### config.mk
export PLATFORM = sky130hd
export DESIGN_NAME = mem_arbiter
export DESIGN_NICKNAME = d
export VERILOG_FILES = /design/src/rtl/mem_arbiter.sv
export SDC_FILE = /design/constraint.sdc
export NUM_CORES = 1
export LEC_CHECK = 0
export BUFFER_PORTS_ARGS = -buffer_cell sky130_fd_sc_hd__buf_4
export CORE_AREA = 2 2 217 219
export CTS_CLUSTER_DIAMETER = 60
export CTS_CLUSTER_SIZE = 14
export DETAILED_ROUTE_END_ITERATION = 7
export DIE_AREA = 0 0 219 221
export PLACE_DENSITY = 0.51
export SYNTH_ARGS = -nofsm -noshare
export SYNTH_HDL_FRONTEND = slang
export SYNTH_SLANG_ARGS = --single-unit
### constraint.sdc
create_clock -name clk -period 4.9 [get_ports clk]
set_input_delay 0.735 -clock clk [delete_from_list [all_inputs] [get_ports clk]]
set_output_delay 0.735 -clock clk [all_outputs]
set_load 0.02 [all_outputs]
### src/rtl/mem_arbiter.sv
// mem_arbiter: shares one main-memory port between the I-cache refill path
// and the D-cache path (line reads and word write-through stores).
// One transaction at a time: IDLE (arbitrate) -> MEM (hold handshake) ->
// RESP (one-cycle ready pulse). A watchdog aborts a MEM phase that never
// sees mem_ack and raises a sticky err flag.
// Optional build macro DCACHE_PRIORITY_EN: the D side wins every tie instead
// of alternating with the I side.
module mem_arbiter #(
  parameter int ADDR_W  = 32,
  parameter int LINE_W  = 128,
  parameter int TIMEOUT = 64
) (
  input  logic              clk,
  input  logic              rst,
  input  logic              i_req,
  input  logic [ADDR_W-1:0] i_addr,
  output logic              i_ready,
  output logic [LINE_W-1:0] i_line,
  input  logic              d_req,
  input  logic              d_we,
  input  logic [ADDR_W-1:0] d_addr,
  input  logic [31:0]       d_wdata,
  output logic              d_ready,
  output logic [LINE_W-1:0] d_line,
  output logic              mem_req,
  output logic              mem_we,
  output logic [ADDR_W-1:0] mem_addr,
  output logic [31:0]       mem_wdata,
  input  logic              mem_ack,
  input  logic [LINE_W-1:0] mem_rdata,
  output logic              busy,
  output logic              err
);

  localparam logic [1:0] S_IDLE = 2'd0;
  localparam logic [1:0] S_MEM  = 2'd1;
  localparam logic [1:0] S_RESP = 2'd2;

  localparam int              WD_W    = (TIMEOUT > 2) ? $clog2(TIMEOUT) : 1;
  localparam logic [WD_W-1:0] WD_LAST = WD_W'(TIMEOUT - 1);

  // owner / last_owner encoding: 0 = I side, 1 = D side
  logic [1:0]        state_q, state_d;
  logic              owner_q, owner_d;
  logic              last_owner_q, last_owner_d;
  logic [ADDR_W-1:0] addr_q, addr_d;
  logic              we_q, we_d;
  logic [31:0]       wdata_q, wdata_d;
  logic [LINE_W-1:0] line_q, line_d;
  logic [WD_W-1:0]   wdog_q, wdog_d;
  logic              err_q, err_d;
  logic              pick_d;

  // next-state: arbitration in IDLE, handshake + watchdog in MEM, pulse in RESP
  always_comb begin
    state_d      = state_q;
    owner_d      = owner_q;
    last_owner_d = last_owner_q;
    addr_d       = addr_q;
    we_d         = we_q;
    wdata_d      = wdata_q;
    line_d       = line_q;
    wdog_d       = wdog_q;
    err_d        = err_q;
    pick_d       = 1'b0;
    case (state_q)
      S_IDLE: begin
        if (i_req || d_req) begin
`ifdef DCACHE_PRIORITY_EN
          pick_d = d_req;
`else
          // on a tie, serve the side that did not complete last
          pick_d = d_req && (!i_req || !last_owner_q);
`endif
          owner_d = pick_d;
          addr_d  = pick_d ? d_addr : i_addr;
          we_d    = pick_d & d_we;
          wdata_d = pick_d ? d_wdata : 32'd0;
          wdog_d  = '0;
          state_d = S_MEM;
        end
      end
      S_MEM: begin
        if (mem_ack) begin
          // an ack on the final watchdog cycle still counts as success
          line_d       = mem_rdata;
          last_owner_d = owner_q;
          state_d      = S_RESP;
        end else if (wdog_q == WD_LAST) begin
          err_d   = 1'b1;
          line_d  = '0;
          state_d = S_RESP;
        end else begin
          wdog_d = wdog_q + 1'b1;
        end
      end
      S_RESP:  state_d = S_IDLE;
      default: state_d = S_IDLE;
    endcase
  end

  // state registers, asynchronously cleared
  always_ff @(posedge clk or negedge rst) begin
    if (!rst) begin
      state_q      <= S_IDLE;
      owner_q      <= 1'b0;
      last_owner_q <= 1'b0;
      addr_q       <= '0;
      we_q         <= 1'b0;
      wdata_q      <= '0;
      line_q       <= '0;
      wdog_q       <= '0;
      err_q        <= 1'b0;
    end else begin
      state_q      <= state_d;
      owner_q      <= owner_d;
      last_owner_q <= last_owner_d;
      addr_q       <= addr_d;
      we_q         <= we_d;
      wdata_q      <= wdata_d;
      line_q       <= line_d;
      wdog_q       <= wdog_d;
      err_q        <= err_d;
    end
  end

  assign busy      = (state_q != S_IDLE);
  assign mem_req   = (state_q == S_MEM);
  assign mem_addr  = addr_q;
  assign mem_we    = we_q;
  assign mem_wdata = wdata_q;
  assign i_ready   = (state_q == S_RESP) && !owner_q;
  assign d_ready   = (state_q == S_RESP) && owner_q;
  assign i_line    = line_q;
  assign d_line    = line_q;
  assign err       = err_q;

endmodule

Word-level counts from Yosys, hierarchy flattened
Cells that the tools add are included.

Register bits: 204. Latch bits: 0. Memory bits (writable): 0. ROM bits: 0. Bits of input ports: 230. Output and inout port bits: 326. Word-level logic and storage cells: 49. Memories kept: 0.

$add $sub $neg: 1. Multiply operators: 0. Divide/modulo/power cells: 0. $lt $le $gt $ge: 0. Eq/ne operators: 7. Shift-type cells: 0. Mux-type cells: 12. Bitwise operators: 2. Reduce and logical (&&, ||, !) cells: 18.

Operators with widths (count): two-way mux 128 bit (2); two-way mux 32 bit (2); two-way mux 6 bit (3); case mux 6 bit (2 select lines) (1); AND reduction 2 bit (4); adder 6 x 1 -> 6 bit, second input constant (1); equality test 6 bit, second input constant (1); two-way mux 2 bit (3); != test 2 bit, second input constant (3); nonzero test 2 bit (3); case mux 2 bit (2 select lines) (1); AND reduction 4 bit (1); logical AND 1 bit (3); logical NOT 1 bit (3); != test 3 x 1 -> 1 bit, second input constant (1); AND reduction 3 bit (1); equality test 2 x 1 -> 1 bit, second input constant (1); equality test 2 bit, second input constant (1); logical NOT 2 bit (1); logical OR 1 bit (2); AND 1 bit (1); NOT 1 bit (1).

Longest topological paths before layout
Gate-level depths: netlist (run 1).

Depth in word-level cells: 4. Gate-level depth with buffers: 7.

Worst setup path before layout (run 1)
No wires, ideal clock.

Path kind: input-to-reg. From: in mem_ack. To: reg line_q[118], in the netlist d_line[118]. Arrival: 1.703 ns. Data required time: 4.751 ns. Slack: 3.049 ns. Stages: 7. Path buffers: 4. Path through: buf_2 -> buf_4 -> and3b_1 -> buf_2 -> buf_2 -> nand2_1 -> o311ai_0.

Cells in the longest elaborated chain, start to end: 2.

Ends and longest elaborated chain: from (decl) (RTL line 29) `input logic mem_ack,`; nonzero test 2 bit (no line); AND reduction 2 bit (no line); to (signal assigned) (RTL line 121) `line_q <= line_d;`; to (decl) (RTL line 49) `logic [LINE_W-1:0] line_q, line_d;`.

Several ways; a longest one is shown, not always the timed one. A chain may end at the register's enable or synchronous reset.

Worst setup path in the final report (run 1)
From: reg state_q[1]. To: out mem_req.

Cells in the longest elaborated chain, start to end: 1.

Ends and longest elaborated chain: from (decl) (RTL line 43) `logic [1:0] state_q, state_d;`; from (signal assigned) (RTL line 115) `state_q <= state_d;`; equality test 2 x 1 -> 1 bit (RTL line 128) `assign mem_req = (state_q == S_MEM);`; to (decl) (RTL line 25) `output logic mem_req,`.

Every way passes these cells.

==> results of run 1 <==
==> state kept, by name (all words and copies together) (netlist names) <==
register      cells
owner_q           1
mem_wdata        32
last_owner_q      1
err               1
state_q           2
mem_we            1
mem_addr         32
wdog_q            6
d_line          128
==> metal layers <==
layer / vias to the layer above / part of all wire (%) / track usage, %
met5: - / 0 / 0
met4: 0 / 1.6 / 3.33
met3: 36 / 8.4 / 3.73
met2: 368 / 49 / 24.5
met1: 4392 / 41 / 17.5
li1: 4362 / - / -
==> layout by cell type (no fill, tap or decap), types with 4 or more instances in the layout <==
cell type | Yosys | routed
o21ai_0 | 65 | 65
nand2_1 | 256 | 256
a22o_2 | 27 | 27
inv_6 | 0 | 4
o311ai_1 | 4 | 4
buf_4 | 129 | 563
a22o_1 | 6 | 6
o311ai_0 | 124 | 124
clkbuf_16 | 0 | 25
dfrtp_1 | 204 | 204
inv_1 | 131 | 131
mux2i_1 | 34 | 34
clkinvlp_4 | 0 | 4
==> cell families after synthesis <==
family                     count (synthesis)
and+or+nand+nor                          275
DFF                                      204
AOI/OAI and AO/OA                        242
muxes                                     35
buffers and inverters                    338
adders and majority gates                  1
==> critical path, stage by stage (launching register included) <==
cell and delay [ns]:
dfrtp_1 0.47, nand2b_4 0.61, inv_1 0.31, buf_4 0.24
==> worst max path at each step <==
stage	startpoint	end	slack [ns]	cells past startpoint
2_1_floorplan	mem_ack	d_line[118]$_DFFE_PN0P_	3.05	7
6_report	state_q[1]$_DFFE_PN0P_	mem_req	1.99	3
4_1_cts	state_q[1]$_DFFE_PN0P_	mem_req	1.90	3
3_5_place_dp	mem_ack	d_line[66]$_DFFE_PN0P_	1.94	5
5_1_grt	state_q[1]$_DFFE_PN0P_	mem_req	1.80	3
3_3_place_gp	mem_ack	d_line[92]$_DFFE_PN0P_	1.98	5
==> power breakdown <==
| part | leakage, nW | total [W] | switching [W] | internal, W |
|---|---|---|---|---|
| registers | 2.39 | 0.00336 | 0.000860 | 0.00250 |
| logic | 4.73 | 0.00575 | 0.00331 | 0.00243 |
| clock network | 0.383 | 0.00186 | 0.000792 | 0.00107 |
==> area by class of cell <==
cell class / instances / area [um2]
fillers: 4837 / 31200
flip-flops and latches: 204 / 5100
repair buffers: 566 / 4280
multi-input cells: 553 / 3390
well taps: 607 / 759
clock buffers: 28 / 647
inverters: 131 / 492
clock inverters: 14 / 163
==> per-stage QoR <==
step | setup WS (ns) | instances
floorplan | 3.05 | 1095
global placement | 1.98 | 2061
detailed placement | 1.94 | 2061
CTS | 1.90 | 2103
global route | 1.80 | 2103
finish | 1.99 | 2103
==> reports/metrics.csv, run 1 <==
stage,metric,value,unit
clock_tree,CTS Root Cell,clkbuf_16,
place,Post-DP Area,14000,um2
power,worst-case vdd ir drop,0.000374,V
synthesis,Netlist cell types,41,
finish,final core area utilization,32.2,%
floorplanning,Starting Density,22.5,%
detailed_routing,vias per inst,4.35,
global_routing,global-route usage over all layers,14.2,%
finish,Layout area overhead,43.3,%
synthesis,adder-cell share of the synthesized area,0.121,%
critical_path,CP arrival,2.18,ns
detailed_routing,DRT iter0 DRCs,486,
synthesis,Post-Syn Instances,1095,
synthesis,post-synthesis sequential area ratio,49.3,%
clock_tree,register clock-pin slew on the reported worst setup and hold paths,0.07,ns
clock_tree,Worst-Skew Late Latency,0.53,ns
global_routing,first-pass GRT wire length,54800,um
synthesis,post-synthesis register bit count,204,
global_routing,grt ovf,0,
critical_path,crit path kind,reg -> out,
synthesis,Post-Syn Nets,1326,
critical_path,CP Data Required Time,4.16,ns
timing,setup violators final,0,
timing,Final Max Tran Viols,0,
clock_tree,Post-CTS Setup Inserts,0,
flow_run,maxcap violations,0,
synthesis,Synth Area in Simple Gates,10.7,%
synthesis,fraction of registers with async set/reset,100,%
critical_path,Critical Path Source Type,register,
synthesis,share of the synthesized area in the top cell type,49.3,%
synthesis,synthesized area per cell,9.45,um2
clock_tree,clock sinks,204,
detailed_routing,Residual DRC,0,
synthesis,post-synthesis mux area share,3.40,%
timing,achievable clock frequency,0.343,GHz
timing,Fin. Hold Viols,0,
detailed_routing,Via Count,9158,
synthesis,Yosys Warn Count,0,
synthesis,Syn Std Cell Area,10300,um2
detailed_routing,drt wl/cell,17.1,um
detailed_routing,Final ANT Viol Nets,0,
power,Pleak,7.50,nW
floorplanning,total die area,48400,um2
synthesis,top-count cell post-synth,nand2_1,
synthesis,"top cells by count, synth","nand2_1 (256), dfrtp_1 (204), inv_1 (131)",
floorplanning,Die Y,221,um
min_path,worst min-delay path category,in -> async,
power,power per cell area,740,nW/um2
synthesis,largest family of logic cells by synthesized area,compound AO/OA/AOI/OAI gates,
clock_tree,CTS buffer count,24,
critical_path,worst r2r path cells,5,
critical_path,"Max FO, Critical Path",54,
global_routing,initial antenna violation count,0,
detailed_routing,Pre-Repair DR Iteration Count,4,
finish,ant diodes,0,
synthesis,Compound-Gate Fraction of Synth Area,18.3,%
timing,Final Skew,0.0139,ns
synthesis,Post-synth EDFFs,0,
synthesis,Synth area leader,dfrtp_1,
timing,RSZ-0062 raised after global routing,no,
timing,setup TNS,0,ns
clock_tree,Max H-tree Level,1,
synthesis,synth top area cells,"dfrtp_1 (49%), o311ai_0 (10%), buf_4 (9.4%)",
floorplanning,total core area,46100,um2
critical_path,Critical Path End Type,primary output,
finish,"Design Area, Final",14800,um2
clock_tree,# hold bufs at CTS,0,
global_routing,vias in the first global route,9020,
timing,Final min period,2.91,ns
power,Total Power,0.0110,W
timing,Worst-Margin Slew,1.03,ns
synthesis,post-synthesis xor/xnor area fraction,0,%
floorplanning,Rows,79,
clock_tree,CTS tree,yes,
floorplanning,I/O pins,556,
finish,nets,1711,
finish,share of layout cells above drive strength 1,43.1,%
timing,worst relative slew slack,31.1,%
floorplanning,die width,219,um
place,port bufs,555,
clock_tree,Longest Clk Path Bufs,3,
detailed_routing,final wirelength,36000,um
clock_tree,post-CTS sizing,0,
global_routing,largest net degree at the start of global routing,99,
critical_path,r2r startpoint,wdog_q[0]$_DFFE_PN0P_,
timing,final period utilization,59.4,%
place,routability cong.,0.776,
critical_path,r2r endpoint,d_line[49]$_DFFE_PN0P_,
outcome,status,"complete, no violations",
place,Final HPWL DP,25500,um
critical_path,r2r setup slk,2.20,ns
timing,Hold Worst Slack,0.284,ns
synthesis,ys flop type,dfrtp_1,
Power figures use the tool's default switching activity.
==> run 2: changes to the inputs <==
Settings changed: PLACE_DENSITY 0.51 to 0.53.
Clock period 4.9 ns to 2.4 ns, I/O delays scaled along.
==> run 2 against run 1 <==
Against the previous run: via count is 0.90% higher; design area increased by 1.6%; sequential share of layout area down 0.53 points; die area unchanged; final cell count is 1.0% higher; clock skew up 0.0086 ns; critical path type unchanged; critical endpoint is now busy; largest power group unchanged.
==> reports/metrics.csv, run 2 (synthesis results as in run 1) <==
stage,metric,value,unit,change
outcome,status,"complete, no violations",,
clock_tree,Max H-tree Level,1,,unchanged
global_routing,grt ovf,0,,unchanged
floorplanning,Rows,79,,unchanged
critical_path,critical path's slowest cell,dfrtp_1,,
finish,Layout fillers,4783,,-1.1%
flow_run,maxcap violations,0,,unchanged
detailed_routing,Pre-Repair DR Iteration Count,4,,unchanged
power,clock power share,16.9,%,about the same
finish,"most common cell after layout, fill and taps aside",buf_4,,
critical_path,Crit path top cell by count,buf_4,,
min_path,Hold Crit Start,d_wdata[20],,
timing,Worst-Margin Slew,0.732,ns,-0.301 ns
min_path,worst min-delay path category,in -> reg,,
timing,Final Skew,0.0226,ns,+0.00864 ns
critical_path,"Largest stage delay, worst path",0.49,ns,-0.12 ns
finish,max reg flops,128,,unchanged
finish,Layout area overhead,45.6,%,
global_routing,initial antenna violation count,0,,unchanged
detailed_routing,DRT iter0 DRCs,583,,+20%
timing,Final min period,2.13,ns,
critical_path,Crit path max-delay family,buffers and inverters,,
timing,RSZ-0062 raised after global routing,no,,
detailed_routing,vias per inst,4.35,,-0.15%
power,worst-case vdd ir drop,0.000774,V,+110%
power,Pleak,7.64,nW,+1.9%
floorplanning,I/O pins,556,,unchanged
power,P_sw,0.0100,W,+100%
floorplanning,die width,219,um,unchanged
clock_tree,CTS buffer count,24,,unchanged
detailed_routing,Final ANT Viol Nets,0,,unchanged
clock_tree,post-CTS sizing,0,,unchanged
power,combinational power share,52.7,%,+0.3 points
critical_path,worst path bufs/invs,2,,unchanged
finish,nets,1731,,+1.2%
detailed_routing,drt wl/cell,16.7,um,-2.6%
critical_path,Critical Path End Type,primary output,,
timing,Fin. Hold Viols,0,,unchanged
floorplanning,total core area,46100,um2,unchanged
detailed_routing,Via Count,9240,,+0.90%
clock_tree,clock sinks,204,,unchanged
global_routing,first-pass GRT wire length,54000,um,-1.5%
timing,achievable clock frequency,0.469,GHz,
power,power per cell area,1490,nW/um2,+100%
global_routing,largest net degree at the start of global routing,130,,+31%
critical_path,r2r startpoint,wdog_q[0]$_DFFE_PN0P_,,
critical_path,"Max FO, Critical Path",37,,-31%
global_routing,vias in the first global route,9036,,+0.18%
place,Final HPWL DP,25500,um,+0.12%
timing,setup TNS,0,ns,unchanged
timing,Final Max Tran Viols,0,,unchanged
floorplanning,total die area,48400,um2,unchanged
critical_path,Critical Path Source Type,register,,
critical_path,CP arrival,1.77,ns,-0.41 ns
critical_path,CP Data Required Time,2.04,ns,-2.12 ns
finish,Sequential Area,5100,um2,unchanged
power,Int Power,0.0125,W,+110%
critical_path,worst-path cell chain,"or2_1, buf_4, buf_4",,
place,routability cong.,0.752,,-3.1%
clock_tree,Post-CTS Setup Inserts,0,,unchanged
critical_path,crit path kind,reg -> out,,
finish,multi-input logic area,3390,um2,unchanged
floorplanning,Starting Density,22.5,%,unchanged
finish,most frequent cells in the layout,"buf_4 (575), nand2_1 (256), dfrtp_1 (204)",,
clock_tree,Longest Clk Path Bufs,3,,unchanged
detailed_routing,Residual DRC,0,,unchanged
timing,worst relative slew slack,51.2,%,+20 points
global_routing,global-route usage over all layers,13.9,%,-0.32 points
critical_path,start point of the critical path,state_q[0]$_DFFE_PN0P_,,
timing,Hold Worst Slack,0.0433,ns,-0.240 ns
place,port bufs,555,,unchanged
clock_tree,# hold bufs at CTS,3,,+3
clock_tree,CTS Root Cell,clkbuf_16,,
clock_tree,Worst-Skew Late Latency,0.53,ns,about the same
floorplanning,Die Y,221,um,unchanged
timing,setup violators final,0,,unchanged
detailed_routing,final wirelength,35400,um,-1.6%
finish,share of layout cells above drive strength 1,43.5,%,+0.39 points
power,switching share of power,44.5,%,-0.72 points
clock_tree,CTS tree,yes,,
timing,final period utilization,88.8,%,
power,Seq pwr share,30.4,%,-0.3 points
clock_tree,register clock-pin slew on the reported worst setup and hold paths,0.07,ns,about the same
-- run 2: path summary, 6_finish.rpt --
kind / cells past startpoint / end / slack, ns
setup / recovery: 3 / busy / 0.27
hold / removal: 2 / mem_wdata[20]$_DFFE_PN0P_ / 0.04
setup reg to reg: 5 / d_line[42]$_DFFE_PN0P_ / 0.36
hold reg to reg: 1 / err$_DFFE_PN0P_ / 0.47
max in group asynchronous: 3 / mem_wdata[0]$_DFFE_PN0P_ / 1.28
min in group asynchronous: 2 / d_line[54]$_DFFE_PN0P_ / 0.40
-- run 2: power groups by stage --
stage | clock (W) | combinational [W] | sequential (W)
after detailed placement | 0 | 0.0120 | 0.00686
final | 0.00379 | 0.0119 | 0.00685
after CTS | 0.00392 | 0.0120 | 0.00686
after floorplan | 0 | 0.00607 | 0.00835
after global routing | 0.00406 | 0.0128 | 0.00710
after global placement | 0 | 0.0119 | 0.00680
-- run 2: area by class of cell --
| class | count | share of cell area, % |
|---|---|---|
| multi-input cells | 553 | 22.5 |
| clock inverters | 7 | 0.606 |
| repair buffers | 586 | 29.9 |
| inverters | 131 | 3.26 |
| flip-flops and latches | 204 | 33.9 |
| diodes | 1 | 0.0166 |
| well taps | 607 | 5.04 |
| clock buffers | 36 | 4.83 |
-- run 2: worst register-to-register path: stages (launching register included) --
cell and delay [ns]:
dfrtp_1 0.38, ha_1 0.28, and4_4 0.28, and2_4 0.16, buf_12 0.34, o311ai_0 0.42
-- run 2: metal layers --
| metal | global-route usage, % | vias to the layer above | part of all wire, % |
|---|---|---|---|
| met4 | 3.47 | 0 | 2.0 |
| met1 | 17.2 | 4418 | 41 |
| met2 | 24.1 | 382 | 49 |
| met5 | 0 | - | 0 |
| li1 | - | 4404 | - |
| met3 | 3.24 | 36 | 7.7 |
-- run 2: through the flow --
step                      setup slack, ns  area, um2  std cells  total power [W]  util [%]
after floorplan                     0.794      10300       1095           0.0144         -
after global placement              0.539      14200       2078           0.0187      30.9
after detailed placement            0.449      14200       2078           0.0189      30.9
after CTS                           0.223      15100       2124           0.0228      32.7
after global routing                0.155      15100       2124           0.0240      32.7
final                               0.268      15100       2125           0.0225      32.7
